--- src/rtl/button_events.sv ---
// button_events: turns debounced button levels into press/release/hold/repeat
// events, queued in a small FIFO behind a valid/ready handshake.
// The BUTTON_EVENTS_REPEAT_EN macro enables repeat events while a lane is HELD.
// Without it, HELD is terminal until release.
module button_events #(
  parameter int unsigned NUM_BUTTONS   = 4,
  parameter int unsigned TICK_DIV_BITS = 15,
  parameter logic [7:0]  HOLD_TICKS    = 8'd24,
  parameter logic [7:0]  REPEAT_TICKS  = 8'd6,
  parameter int unsigned FIFO_DEPTH    = 4,
  localparam int unsigned IDX_W        = $clog2(NUM_BUTTONS)
) (
  input  logic                   clk,
  input  logic                   rst_n,
  input  logic [NUM_BUTTONS-1:0] button_in,
  output logic                   event_valid,
  output logic [1:0]             event_type,
  output logic [IDX_W-1:0]       event_index,
  input  logic                   event_ready,
  output logic [NUM_BUTTONS-1:0] held,
  output logic                   overflow,
  input  logic                   overflow_clr
);

  localparam int unsigned PTR_W = $clog2(FIFO_DEPTH);
  localparam int unsigned CNT_W = PTR_W + 1;
  localparam int unsigned ENT_W = 2 + IDX_W;

  // Pending-flag bit positions; each position doubles as the event_type code.
  localparam int unsigned EV_PRESS   = 0;
  localparam int unsigned EV_RELEASE = 1;
  localparam int unsigned EV_HOLD    = 2;
  localparam int unsigned EV_REPEAT  = 3;

  if (HOLD_TICKS == 8'd0 || REPEAT_TICKS == 8'd0) begin : g_bad_ticks
    $error("button_events: HOLD_TICKS and REPEAT_TICKS must be in 1..255");
  end

  typedef enum logic [1:0] {S_IDLE, S_PRESSED, S_HELD} lane_state_t;

  logic [TICK_DIV_BITS-1:0] presc_q;
  logic                     tick;
  logic [NUM_BUTTONS-1:0]   button_q;
  logic [NUM_BUTTONS-1:0]   rise;
  logic [NUM_BUTTONS-1:0]   fall;

  lane_state_t state_q  [NUM_BUTTONS];
  lane_state_t state_d  [NUM_BUTTONS];
  logic [7:0]  cnt_q    [NUM_BUTTONS];
  logic [7:0]  cnt_d    [NUM_BUTTONS];
  logic [3:0]  pend_q   [NUM_BUTTONS];
  logic [3:0]  pend_d   [NUM_BUTTONS];
  logic [3:0]  pend_set [NUM_BUTTONS];
  logic        ovf_set;
  logic        overflow_q;

  logic [ENT_W-1:0] fifo_mem [FIFO_DEPTH];
  logic [PTR_W-1:0] wr_ptr_q;
  logic [PTR_W-1:0] rd_ptr_q;
  logic [CNT_W-1:0] count_q;
  logic             push;
  logic             pop;
  logic [ENT_W-1:0] push_data;

  function automatic logic [1:0] first_pending(input logic [3:0] p);
    logic [1:0] sel;
    if (p[EV_PRESS])        sel = 2'd0;
    else if (p[EV_RELEASE]) sel = 2'd1;
    else if (p[EV_HOLD])    sel = 2'd2;
    else                    sel = 2'd3;
    return sel;
  endfunction

  assign tick = &presc_q;
  assign rise = button_in & ~button_q;
  assign fall = ~button_in & button_q;

  // Free-running prescaler; tick is the single all-ones cycle.
  always_ff @(posedge clk or negedge rst_n) begin
    if (!rst_n) presc_q <= '0;
    else        presc_q <= presc_q + 1'b1;
  end

  // Previous button levels for edge detection.
  always_ff @(posedge clk or negedge rst_n) begin
    if (!rst_n) button_q <= '0;
    else        button_q <= button_in;
  end

  // Per-lane next state, tick counter and event requests; fall beats tick, rise resets cnt.
  always_comb begin
    for (int unsigned i = 0; i < NUM_BUTTONS; i++) begin
      state_d[i]  = state_q[i];
      cnt_d[i]    = cnt_q[i];
      pend_set[i] = '0;
      unique case (state_q[i])
        S_IDLE: begin
          if (rise[i]) begin
            state_d[i]            = S_PRESSED;
            cnt_d[i]              = '0;
            pend_set[i][EV_PRESS] = 1'b1;
          end
        end
        S_PRESSED: begin
          if (fall[i]) begin
            state_d[i]              = S_IDLE;
            cnt_d[i]                = '0;
            pend_set[i][EV_RELEASE] = 1'b1;
          end else if (tick) begin
            if (cnt_q[i] == HOLD_TICKS - 8'd1) begin
              state_d[i]           = S_HELD;
              cnt_d[i]             = '0;
              pend_set[i][EV_HOLD] = 1'b1;
            end else begin
              cnt_d[i] = cnt_q[i] + 8'd1;
            end
          end
        end
        S_HELD: begin
          if (fall[i]) begin
            state_d[i]              = S_IDLE;
            cnt_d[i]                = '0;
            pend_set[i][EV_RELEASE] = 1'b1;
          end
`ifdef BUTTON_EVENTS_REPEAT_EN
          else if (tick) begin
            if (cnt_q[i] == REPEAT_TICKS - 8'd1) begin
              cnt_d[i]               = '0;
              pend_set[i][EV_REPEAT] = 1'b1;
            end else begin
              cnt_d[i] = cnt_q[i] + 8'd1;
            end
          end
`endif
        end
        default: begin
          state_d[i] = S_IDLE;
          cnt_d[i]   = '0;
        end
      endcase
    end
  end

  // Scheduler: lowest lane first, press/release/hold/repeat order; the clear is
  // applied before new requests so a same-cycle re-set is not an overflow.
  always_comb begin
    push      = 1'b0;
    push_data = '0;
    ovf_set   = 1'b0;
    for (int unsigned i = 0; i < NUM_BUTTONS; i++) begin
      pend_d[i] = pend_q[i];
    end
    if (count_q < CNT_W'(FIFO_DEPTH)) begin
      for (int unsigned i = 0; i < NUM_BUTTONS; i++) begin
        if (!push && (pend_q[i] != '0)) begin
          push                           = 1'b1;
          push_data                      = {first_pending(pend_q[i]), IDX_W'(i)};
          pend_d[i][first_pending(pend_q[i])] = 1'b0;
        end
      end
    end
    for (int unsigned i = 0; i < NUM_BUTTONS; i++) begin
      if ((pend_set[i] & pend_d[i]) != '0) ovf_set = 1'b1;
      pend_d[i] = pend_d[i] | pend_set[i];
    end
  end

  // Lane state, counters and pending flags.
  always_ff @(posedge clk or negedge rst_n) begin
    if (!rst_n) begin
      for (int unsigned i = 0; i < NUM_BUTTONS; i++) begin
        state_q[i] <= S_IDLE;
        cnt_q[i]   <= '0;
        pend_q[i]  <= '0;
      end
    end else begin
      for (int unsigned i = 0; i < NUM_BUTTONS; i++) begin
        state_q[i] <= state_d[i];
        cnt_q[i]   <= cnt_d[i];
        pend_q[i]  <= pend_d[i];
      end
    end
  end

  // Sticky overflow; a new loss outranks the clear request.
  always_ff @(posedge clk or negedge rst_n) begin
    if (!rst_n)            overflow_q <= 1'b0;
    else if (ovf_set)      overflow_q <= 1'b1;
    else if (overflow_clr) overflow_q <= 1'b0;
  end

  assign pop = (count_q != '0) && event_ready;

  // Event FIFO; write depends only on the pre-pop count, so no pass-through when full.
  always_ff @(posedge clk or negedge rst_n) begin
    if (!rst_n) begin
      wr_ptr_q <= '0;
      rd_ptr_q <= '0;
      count_q  <= '0;
      for (int unsigned k = 0; k < FIFO_DEPTH; k++) begin
        fifo_mem[k] <= '0;
      end
    end else begin
      if (push) begin
        fifo_mem[wr_ptr_q] <= push_data;
        wr_ptr_q           <= wr_ptr_q + 1'b1;
      end
      if (pop) rd_ptr_q <= rd_ptr_q + 1'b1;
      case ({push, pop})
        2'b10:   count_q <= count_q + 1'b1;
        2'b01:   count_q <= count_q - 1'b1;
        default: count_q <= count_q;
      endcase
    end
  end

  // Output mapping.
  always_comb begin
    event_valid               = (count_q != '0);
    {event_type, event_index} = fifo_mem[rd_ptr_q];
    overflow                  = overflow_q;
    for (int unsigned i = 0; i < NUM_BUTTONS; i++) begin
      held[i] = (state_q[i] == S_HELD);
    end
  end

endmodule
--- config.mk ---
export PLATFORM = sky130hd
export DESIGN_NAME = button_events
export DESIGN_NICKNAME = d
export VERILOG_FILES = /design/src/rtl/button_events.sv
export SDC_FILE = /design/constraint.sdc
export NUM_CORES = 1
export LEC_CHECK = 0
export BUFFER_PORTS_ARGS = -buffer_cell sky130_fd_sc_hd__buf_2
export CORE_AREA = 2 2 104 96
export DETAILED_ROUTE_END_ITERATION = 7
export DIE_AREA = 0 0 106 98
export HOLD_SLACK_MARGIN = 0.12
export PLACE_DENSITY = 0.74
export SETUP_SLACK_MARGIN = 0.1
export SKIP_CTS_REPAIR_TIMING = 1
export SLEW_MARGIN = 5
export SYNTH_ARGS = -nofsm -noshare
export SYNTH_HDL_FRONTEND = slang
export SYNTH_SLANG_ARGS = --single-unit
--- constraint.sdc ---
create_clock -name clk -period 3.05 [get_ports clk]
set_input_delay 0.61 -clock clk [delete_from_list [all_inputs] [get_ports clk]]
set_output_delay 0.61 -clock clk [all_outputs]
set_load 0.02 [all_outputs]
==> results.md, run 1 <==
- Status: complete, no violations
- Final setup margin: 480.1 ps
- Vias in the first global route: 3,762
- Area grow syn2layout: 8.738%
- Worst path depth: 9
- Worst-path cell chain: nor4_1, a41oi_1, inv_1, ha_1, inv_1, fa_1, xor2_1, nor2_1, xor2_1
- CP Data Required Time: 3340 ps
- Async set-reset flop share out of synthesis: 1.000
- GR Util All Layers: 0.2050
- Most frequent cell after synthesis: dfrtp_1
- Seq cells post-synth: 99
- Ranking of synthesized cells by area: dfrtp_1 (47%), ha_1 (5.7%), o21ai_0 (4.3%)
- Die Span Y: 98 µm
- Clock sinks: 99
- 1st-iter DRT viols: 156
- CP endpoint kind: register
- Die ar.: 10,390 µm²
- Core Area: 9402 µm²
- Initial Util: 0.5620
- Final core occ: 0.6111
- Fin nets: 580
- Worst path slowest cell: nor4_1
- Crit path time final: 2570 ps
- Clk slew on worst S/H paths: 100 ps
- Clock skew: 15.12 ps
- Setup TNS: 0 ps
- Slowest stage delay, CP: 570 ps
- Pleak: 2.555 nW
- Final Hold Viols: 0
- Share of cells above drive strength 1: 0.1413
- Total CTS buffers: 9
- Syn Area/Cell: 10.10 µm²
- Worst slew pin tran: 830.9 ps
- WP buf/inv: 2
- Slew margin rel.: 0.4460
- Setup violators final: 0
- Hpwl dp: 7112 µm
- Die width: 106 µm
- Maxcap violations: 0
- TritonCTS clock tree: done
- # rows: 34
- Area leader, netlist: dfrtp_1
- WL/cell: 14.53 µm
- Area of the mapped netlist: 5284 µm²
- RSZ-0062 raised after global routing: false
- Grt ovf: 0
- Top post-synthesis cells by count: dfrtp_1 (99), nand2_1 (51), o21ai_0 (45)
- Inserted Diodes: 0
- Pre-CTS setup slack: 510.5 ps
- Synth top area share: 0.4689
- Slew Viols, Final: 0
- First-pass GRT wire length: 17,220 µm
- DRT Pass-1 Iters: 5
- Critical path's top delay family: simple AND/OR/NAND/NOR gates
- Overall Power: 4.115 mW
- Number of vias per cell: 5.761
- # H-tree levels: 3
- Post-synthesis sequential area ratio: 0.4689
- WP data arrival: 2860 ps
- Predominant post-synthesis flop cell: dfrtp_1
- Worst vdd ir: 0.4213 mV
- Gpl congestion: 0.8478
- DR vias: 3,906
- Distinct cell type count after synthesis: 59
- Cells after Synth: 523
- Yosys warns: 0
- Hold Crit Class: input pin to asynchronous set/reset pin
- Syn Nets: 556
- Worst Setup Path Type: register to register
- Wirelength, routed: 9848 µm
- Ports: 18
- Pin count of the biggest net entering global routing: 52
- CTS Root Buffer Type: clkbuf_8
- Remaining DRCs: 0
- Port bufs: 17
- Max Buffers Root-to-Sink: 2
- Fin crit share: 0.8426
- Antenna violations before repair: 0
- R2R depth: 9
- Post-route antenna net violation count: 0
- Startpoint type of the worst setup path: register
- Fmax: 389.1 MHz
- Clock network latency to the later pin of the worst-skew pair: 370 ps
- Post-synth EDFFs: 0
- CP Max Fanout: 8
- Pwr/cell area: 716.2 nW/µm²
[worst reg2reg max path: stages (launching register included)]
cell	delay (ps)
dfrtp_1	470
nor4_1	570
a41oi_1	260
inv_1	110
ha_1	190
inv_1	60
fa_1	390
xor2_1	170
nor2_1	110
xor2_1	160
[where the power goes]
part	internal, mW	switching, mW	leakage [nW]
Combinational	0.629	0.829	1.17
Clock	0.405	0.453	0.0999
Sequential	1.55	0.252	1.28
[state kept, by name, indices dropped and copies added (netlist names)]
register	flops
overflow	1
fifo_mem	16
wr_ptr_q	2
rd_ptr_q	2
button_q	4
pend_q	16
presc_q	15
count_q	3
cnt_q	32
state_q	8
[final timing paths]
kind / startpoint / end / slack (ps)
setup / recovery: pend_q[0] / count_q[2] / 480
hold / removal: rst_n / cnt_q[3] / 260
setup reg to reg: pend_q[0] / count_q[2] / 480
hold reg to reg: presc_q[14] / presc_q[14] / 470
max in group asynchronous: rst_n / pend_q[14] / 2090
min in group clk: button_in[1] / button_q[1] / 400
[layout by cell type, fill, tap and decap left out, drive strengths merged, types with 3 or more instances in the layout]
cell type,instances
or4,4
nor4,7
nor2b,4
buf,26
and4b,3
dfrtp,99
and3,12
mux4,4
o41ai,3
mux2,16
xnor2,13
nor3b,9
or3,8
o21ai,45
o22ai,8
or4b,5
a21oi,18
nor2,25
nand3b,3
clkbuf,11
xor2,6
nand2,51
inv,31
and2,9
nand3,24
o211ai,4
nor3,12
nand2b,10
ha,24
or2,3
o31ai,16
nand4,9
[cells by family (layout without fill, tap and decap cells)]
group | Yosys count | after routing | share of synthesized area
compound gates | 116 | 116 | 0.1433
xor+xnor | 19 | 19 | 0.03149
fa+ha+maj | 25 | 25 | 0.06062
buf+inv | 43 | 72 | 0.03363
flops | 99 | 99 | 0.4689
mux | 21 | 21 | 0.05304
simple gates | 200 | 200 | 0.2091
[routing by layer]
layer  GRT usage  vias up  wire [µm]
met5           0        -          0
met4     0.06174        0        126
met3     0.04806       12        296
met2      0.3340       52       4621
met1      0.2750     1888       4804
li1            -     1954          -
[cell type report]
cell class / count / area [µm²]
clock buffers: 11 / 141.4
inverters: 30 / 112.6
well taps: 126 / 157.7
repair buffers: 26 / 167.7
clock inverters: 5 / 60.06
flip-flops and latches: 99 / 2477
multi-input cells: 381 / 2629
fillers: 760 / 3656
[through the flow]
stage / cells / hold WS (ps) / area (µm²)
global route: 678 / 305.5 / 5746
global placement: 662 / 456.9 / 5544
finish: 678 / 257.9 / 5746
detailed placement: 662 / 467.2 / 5544
CTS: 678 / 273.6 / 5746
floorplan: 523 / 314.4 / 5284
No activity file was read; power rests on OpenSTA's default activity.
==> run 2: changes to the inputs <==
- clock period: 3.05 -> 2.5 ns (I/O delays scaled with it)
==> results.md, run 2 (synthesized netlist as in run 1, its figures left out) <==
- Pwr/cell area: 862.2 nW/µm² (+20%)
- Worst vdd ir: 0.4727 mV (+12%)
- Hpwl dp: 7530 µm (+5.9%)
- Worst slew pin tran: 535.6 ps (-295.3 ps)
- # H-tree levels: 3 (unchanged)
- Die width: 106 µm (unchanged)
- RSZ-0062 raised after global routing: true
- Port bufs: 17 (unchanged)
- Final std cells w/o fill: 693 (+2.2%)
- Biggest regs: cnt_q: 32 flops, fifo_mem: 16 flops, pend_q: 16 flops
- Max Buffers Root-to-Sink: 2 (unchanged)
- Hold Crit Class: input pin to register
- WL/cell: 14.85 µm (+2.2%)
- Setup violators final: 0 (unchanged)
- Critical R2R Launch: presc_q[0]
- Pleak: 2.632 nW (+3.0%)
- Core Area: 9402 µm² (unchanged)
- DRT Pass-1 Iters: 4 (-1)
- FF-to-FF End: cnt_q[2]
- Remaining DRCs: 0 (unchanged)
- 1st-iter DRT viols: 154 (-1.3%)
- DR vias: 4,045 (+3.6%)
- Final Hold Viols: 0 (unchanged)
- Area grow syn2layout: 12.24%
- Wirelength, routed: 10,290 µm (+4.5%)
- CP Data Required Time: 2800 ps (-540 ps)
- Net Sw Power: 1.908 mW (+24%)
- Maxcap violations: 0 (unchanged)
- Min-delay src: button_in[1]
- Setup TNS: 0 ps (unchanged)
- Total CTS buffers: 9 (unchanged)
- Hold endpoint: button_q[1]
- Die ar.: 10,390 µm² (unchanged)
- Post-route antenna net violation count: 0 (unchanged)
- Clock network latency to the later pin of the worst-skew pair: 360 ps (about the same)
- CP endpoint kind: register
- Worst Setup Path Type: register to register
- # rows: 34 (unchanged)
- Gpl congestion: 0.8644 (+2.0%)
- Share of cells above drive strength 1: 0.1799 (+0.03859)
- WP data arrival: 2610 ps (-250 ps)
- First-pass GRT wire length: 18,100 µm (+5.1%)
- Startpoint type of the worst setup path: register
- Vias in the first global route: 3,996 (+6.2%)
- Clock sinks: 99 (unchanged)
- Antenna violations before repair: 0 (unchanged)
- Status: complete, no violations
- Logic pwr share: 0.390 (+0.036)
- Fmax: 433.0 MHz (+11%)
- Inserted Diodes: 0 (unchanged)
- Net Sw Frac: 0.3731 (about the same)
- Slew margin rel.: 0.6408 (+0.1947)
- Fin crit share: 0.9238 (+0.08119)
- R2r setup slk: 190 ps (-290 ps)
- R2R depth: 7 (-2)
- Initial Util: 0.5620 (unchanged)
- Number of vias per cell: 5.837 (+1.3%)
- Crit path time final: 2309 ps (-260.4 ps)
- Hold Crit Depth: 1
- Grt ovf: 0 (unchanged)
- Commonest non-fill, non-tap cell in the layout: dfrtp_1
- Ports: 18 (unchanged)
- Fillers: 743 (-2.2%)
- Top reg by flops: cnt_q
- CTS Root Buffer Type: clkbuf_8
- Clock skew: 11.82 ps (-3.303 ps)
- Slew Viols, Final: 0 (unchanged)
- TritonCTS clock tree: done
- DP Cell Count: 676 (+2.1%)
- GR Util All Layers: 0.2147 (+0.009774)
- CP Max Fanout: 18 (+10)
- Clock power frac: 0.184 (-0.025)
- Fin nets: 595 (+2.6%)
- Clk slew on worst S/H paths: 90 ps (about the same)
- Max reg flops: 32 (unchanged)
- Die Span Y: 98 µm (unchanged)
- Most frequent cells in the layout: dfrtp_1 (97), nand2_1 (51), o21ai_0 (45), inv_1 (30), nor2_1 (25)
- Sequential Power Share: 0.426 (-0.011)
- Pint: 3.206 mW (+24%)
- Pin count of the biggest net entering global routing: 40 (-23%)
-- run 2: cell types whose count changed in the layout (fill, tap and decap cells not counted), sizes merged --
cell,before,now
buf,26,40
bufinv,1,0
clkbuf,11,12
clkinvlp,1,2
dlygate4sd3,0,1
inv,31,30
-- run 2: worst max path at each step --
stage	slack, ps	depth (start not counted)	start	to
finish	190	7	presc_q[0]	cnt_q[2]
CTS	90	7	presc_q[0]	cnt_q[2]
global route	50	7	presc_q[0]	cnt_q[2]
global placement	190	7	presc_q[0]	cnt_q[2]
detailed placement	110	7	presc_q[0]	cnt_q[2]
floorplan	100	10	pend_q[4]	count_q[2]
-- run 2: metrics by stage --
step | hold slack (ps) | util | instance area [µm²] | power, mW | worst slack [ps]
after floorplan | 204.4 | - | 5310 | 3.595 | 101.2
after global placement | 455.3 | 0.6050 | 5688 | 4.060 | 194.7
after detailed placement | 466.6 | 0.6050 | 5688 | 4.149 | 106.3
after CTS | 61.37 | 0.6242 | 5868 | 5.111 | 93.99
after global routing | 269.3 | 0.6308 | 5931 | 5.504 | 50.13
final | 290.3 | 0.6308 | 5931 | 5.113 | 190.6
-- run 2: area by class of cell --
class	instances	area (µm²)	area share
Timing Repair Buffer	41	295.3	0.04979
Inverter	30	112.6	0.01899
Clock inverter	4	25.02	0.004219
Tap cell	126	157.7	0.02658
Clock buffer	12	155.1	0.02616
Sequential cell	99	2480	0.4181
Multi-Input combinational cell	381	2705	0.4561
-- run 2: power groups by stage --
stage	combinational, mW	sequential, mW	clock [mW]
4_1_cts	1.97	2.16	0.983
6_report	2.00	2.18	0.940
3_3_place_gp	1.89	2.17	0
3_5_place_dp	1.96	2.19	0
5_1_grt	2.24	2.23	1.03
2_1_floorplan	1.51	2.09	0
-- run 2: layer usage --
metal / routed length [µm] / vias up / part of all wire / GRT usage
li1: - / 1985 / - / -
met1: 4895 / 1995 / 0.48 / 0.2841
met2: 4974 / 57 / 0.48 / 0.3603
met3: 299 / 8 / 0.029 / 0.04539
met4: 119 / 0 / 0.012 / 0.06073
met5: 0 / - / 0 / 0
-- run 2: critical path, stage by stage (launching register included) --
cell,delay [ps]
dfrtp_1,400
ha_1,230
nand4_1,180
nor4_4,360
buf_12,190
o22ai_2,170
or4b_2,640
nand2_1,90
==> run 3: changes to the inputs <==
--- a/config.mk
+++ b/config.mk
@@ -12,3 +12,4 @@
 export HOLD_SLACK_MARGIN = 0.12
-export PLACE_DENSITY = 0.74
+export PLACE_DENSITY = 0.78
+export REMOVE_ABC_BUFFERS = 1
 export SETUP_SLACK_MARGIN = 0.1
--- a/constraint.sdc
+++ b/constraint.sdc
@@ -3,2 +3,2 @@
 set_output_delay 0.5 -clock clk [all_outputs]
-set_load 0.02 [all_outputs]
+set_load 0.01 [all_outputs]
==> results.md, run 3 (synthesized netlist as in run 1, its figures left out) <==
- Hpwl dp: 7730 µm (+2.7%)
- Clock network latency to the later pin of the worst-skew pair: 360 ps (about the same)
- Gpl congestion: 0.8674 (+0.35%)
- Grt ovf: 0 (unchanged)
- Fmax: 427.7 MHz (-1.2%)
- Pin count of the biggest net entering global routing: 62 (+55%)
- Commonest non-fill, non-tap cell in the layout: dfrtp_1
- Maxcap violations: 0 (unchanged)
- Post-route worst hold slack: 96.66 ps (-193.7 ps)
- Pint: 3.377 mW (+5.4%)
- Fin nets: 593 (-0.34%)
- Die ar.: 10,390 µm² (unchanged)
- Max reg flops: 32 (unchanged)
- # rows: 34 (unchanged)
- DRT Pass-1 Iters: 5 (+1)
- TritonCTS clock tree: done
- Multi-input logic area: 2680 µm² (-0.92%)
- Worst path slowest cell: dfrtp_2
- 1st-iter DRT viols: 276 (+79%)
- Share of cells above drive strength 1: 0.1773 (-0.002589)
- Worst-path cell chain: nor4_1, buf_4, a41oi_1, inv_1, ha_1, inv_1, fa_1, xor2_1, nor2_1, xor2_1
- Vias in the first global route: 3,955 (-1.0%)
- Final core occ: 0.6315 (+0.0006660)
- Final setup margin: 161.7 ps (-28.84 ps)
- Net Sw Power: 1.941 mW (+1.7%)
- Placed Area: 5647 µm² (-0.73%)
- Total CTS buffers: 9 (unchanged)
- Initial Util: 0.5620 (unchanged)
- Worst Setup Path Type: register to register
- Logic pwr share: 0.372 (-0.018)
- Slowest stage delay, CP: 470 ps (-170 ps)
- Fillers: 759 (+2.2%)
- Die width: 106 µm (unchanged)
- Ports: 18 (unchanged)
- Remaining DRCs: 0 (unchanged)
- Port bufs: 17 (unchanged)
- Pre-CTS setup slack: 108.2 ps (+1.902 ps)
- Pwr/cell area: 895.7 nW/µm² (+3.9%)
- Worst slew pin tran: 578.7 ps (+43.07 ps)
- WP data arrival: 2630 ps (+20 ps)
- CP Data Required Time: 2790 ps (about the same)
- Inserted Diodes: 0 (unchanged)
- Antenna violations before repair: 0 (unchanged)
- Slew margin rel.: 0.6109 (-0.02986)
- Setup violators final: 0 (unchanged)
- Clock skew: 14.40 ps (+2.580 ps)
- DR vias: 4,081 (+0.89%)
- Fin crit share: 0.9353 (+0.01154)
- Startpoint type of the worst setup path: register
- Crit path time final: 2338 ps (+28.84 ps)
- Post-route antenna net violation count: 0 (unchanged)
- Slew Viols, Final: 0 (unchanged)
- Max Buffers Root-to-Sink: 2 (unchanged)
- Wirelength, routed: 10,980 µm (+6.8%)
- CP endpoint kind: register
- Clk slew on worst S/H paths: 100 ps (about the same)
- Final Hold Viols: 0 (unchanged)
- Final instance area: 5937 µm² (+0.11%)
- Pleak: 2.652 nW (+0.73%)
- RSZ-0062 raised after global routing: true
- GR Util All Layers: 0.2186 (+0.003881)
- CTS Root Buffer Type: clkbuf_8
- WP buf/inv: 3 (+2)
- Critical path's top delay family: adder cells
- Sequential cell area: 2481 µm² (about the same)
- WL/cell: 15.92 µm (+7.2%)
- # H-tree levels: 3 (unchanged)
- Die Span Y: 98 µm (unchanged)
- Core Area: 9402 µm² (unchanged)
- Clock sinks: 99 (unchanged)
- CP Max Fanout: 9 (-9)
- Most frequent cells in the layout: dfrtp_1 (96), nand2_1 (51), o21ai_0 (45), inv_1 (30), nor2_1 (25)
- Hold Crit Class: input pin to asynchronous set/reset pin
- Status: complete, no violations
- Clock power frac: 0.216 (+0.032)
- Net Sw Frac: 0.3650 (-0.008126)
- Area grow syn2layout: 12.36%
- Top reg by flops: cnt_q
- Worst vdd ir: 0.4255 mV (-10%)
- Biggest regs: cnt_q: 32 flops, fifo_mem: 16 flops, pend_q: 16 flops
- First-pass GRT wire length: 18,490 µm (+2.2%)
- Number of vias per cell: 5.914 (+1.3%)
- Sequential Power Share: 0.411 (-0.015)
==> run 3: cell types whose count changed in the layout (fill, tap and decap cells not counted), moves of 2 or more <==
| cell | change |
|---|---|
| bufinv_16 | +2 |
| nor4_2 | +3 |
| buf_4 | -2 |
| nor4_4 | -2 |
| clkinv_2 | -2 |
==> run 3: final timing paths <==
kind / slack, ps / cells after the start / to / start
worst max-delay path: 160 / 10 / count_q[2] / pend_q[13]
worst min-delay path: 100 / 1 / fifo_mem[0] / rst_n
max in group asynchronous: 1670 / 2 / pend_q[12] / rst_n
min in group clk: 290 / 1 / button_q[1] / button_in[1]
worst min register to register: 470 / 1 / presc_q[8] / presc_q[8]
worst max register to register: 160 / 10 / count_q[2] / pend_q[13]
==> run 3: final cells by class <==
| type | instances | share of cell area |
|---|---|---|
| flip-flops and latches | 99 | 0.4179 |
| clock buffers | 10 | 0.02318 |
| inverters | 30 | 0.01897 |
| clock inverters | 5 | 0.01433 |
| multi-input cells | 381 | 0.4514 |
| well taps | 126 | 0.02655 |
| repair buffers | 39 | 0.04763 |
==> run 3: power groups by stage <==
stage / Combinational [mW] / Clock, mW / Sequential (mW)
floorplan: 1.31 / 0 / 2.15
global placement: 1.82 / 0 / 2.17
detailed placement: 1.91 / 0 / 2.19
CTS: 1.92 / 1.19 / 2.16
global route: 2.21 / 1.24 / 2.23
finish: 1.98 / 1.15 / 2.19
==> run 3: routing by layer <==
| metal | up-vias | wire length, µm | global-route usage | part of all wire |
|---|---|---|---|---|
| met4 | 0 | 173 | 0.06883 | 0.016 |
| li1 | 1982 | - | - | - |
| met5 | - | 0 | 0 | 0 |
| met1 | 1991 | 5182 | 0.2971 | 0.47 |
| met2 | 86 | 5246 | 0.3553 | 0.48 |
| met3 | 22 | 380 | 0.04539 | 0.035 |
==> run 3: stage by stage <==
step	cells	total power, mW	TNS (ps)
after global placement	674	3.991	0
after detailed placement	674	4.100	0
after floorplan	510	3.461	-95.96
after global routing	690	5.683	0
after CTS	689	5.268	0
final	690	5.318	0
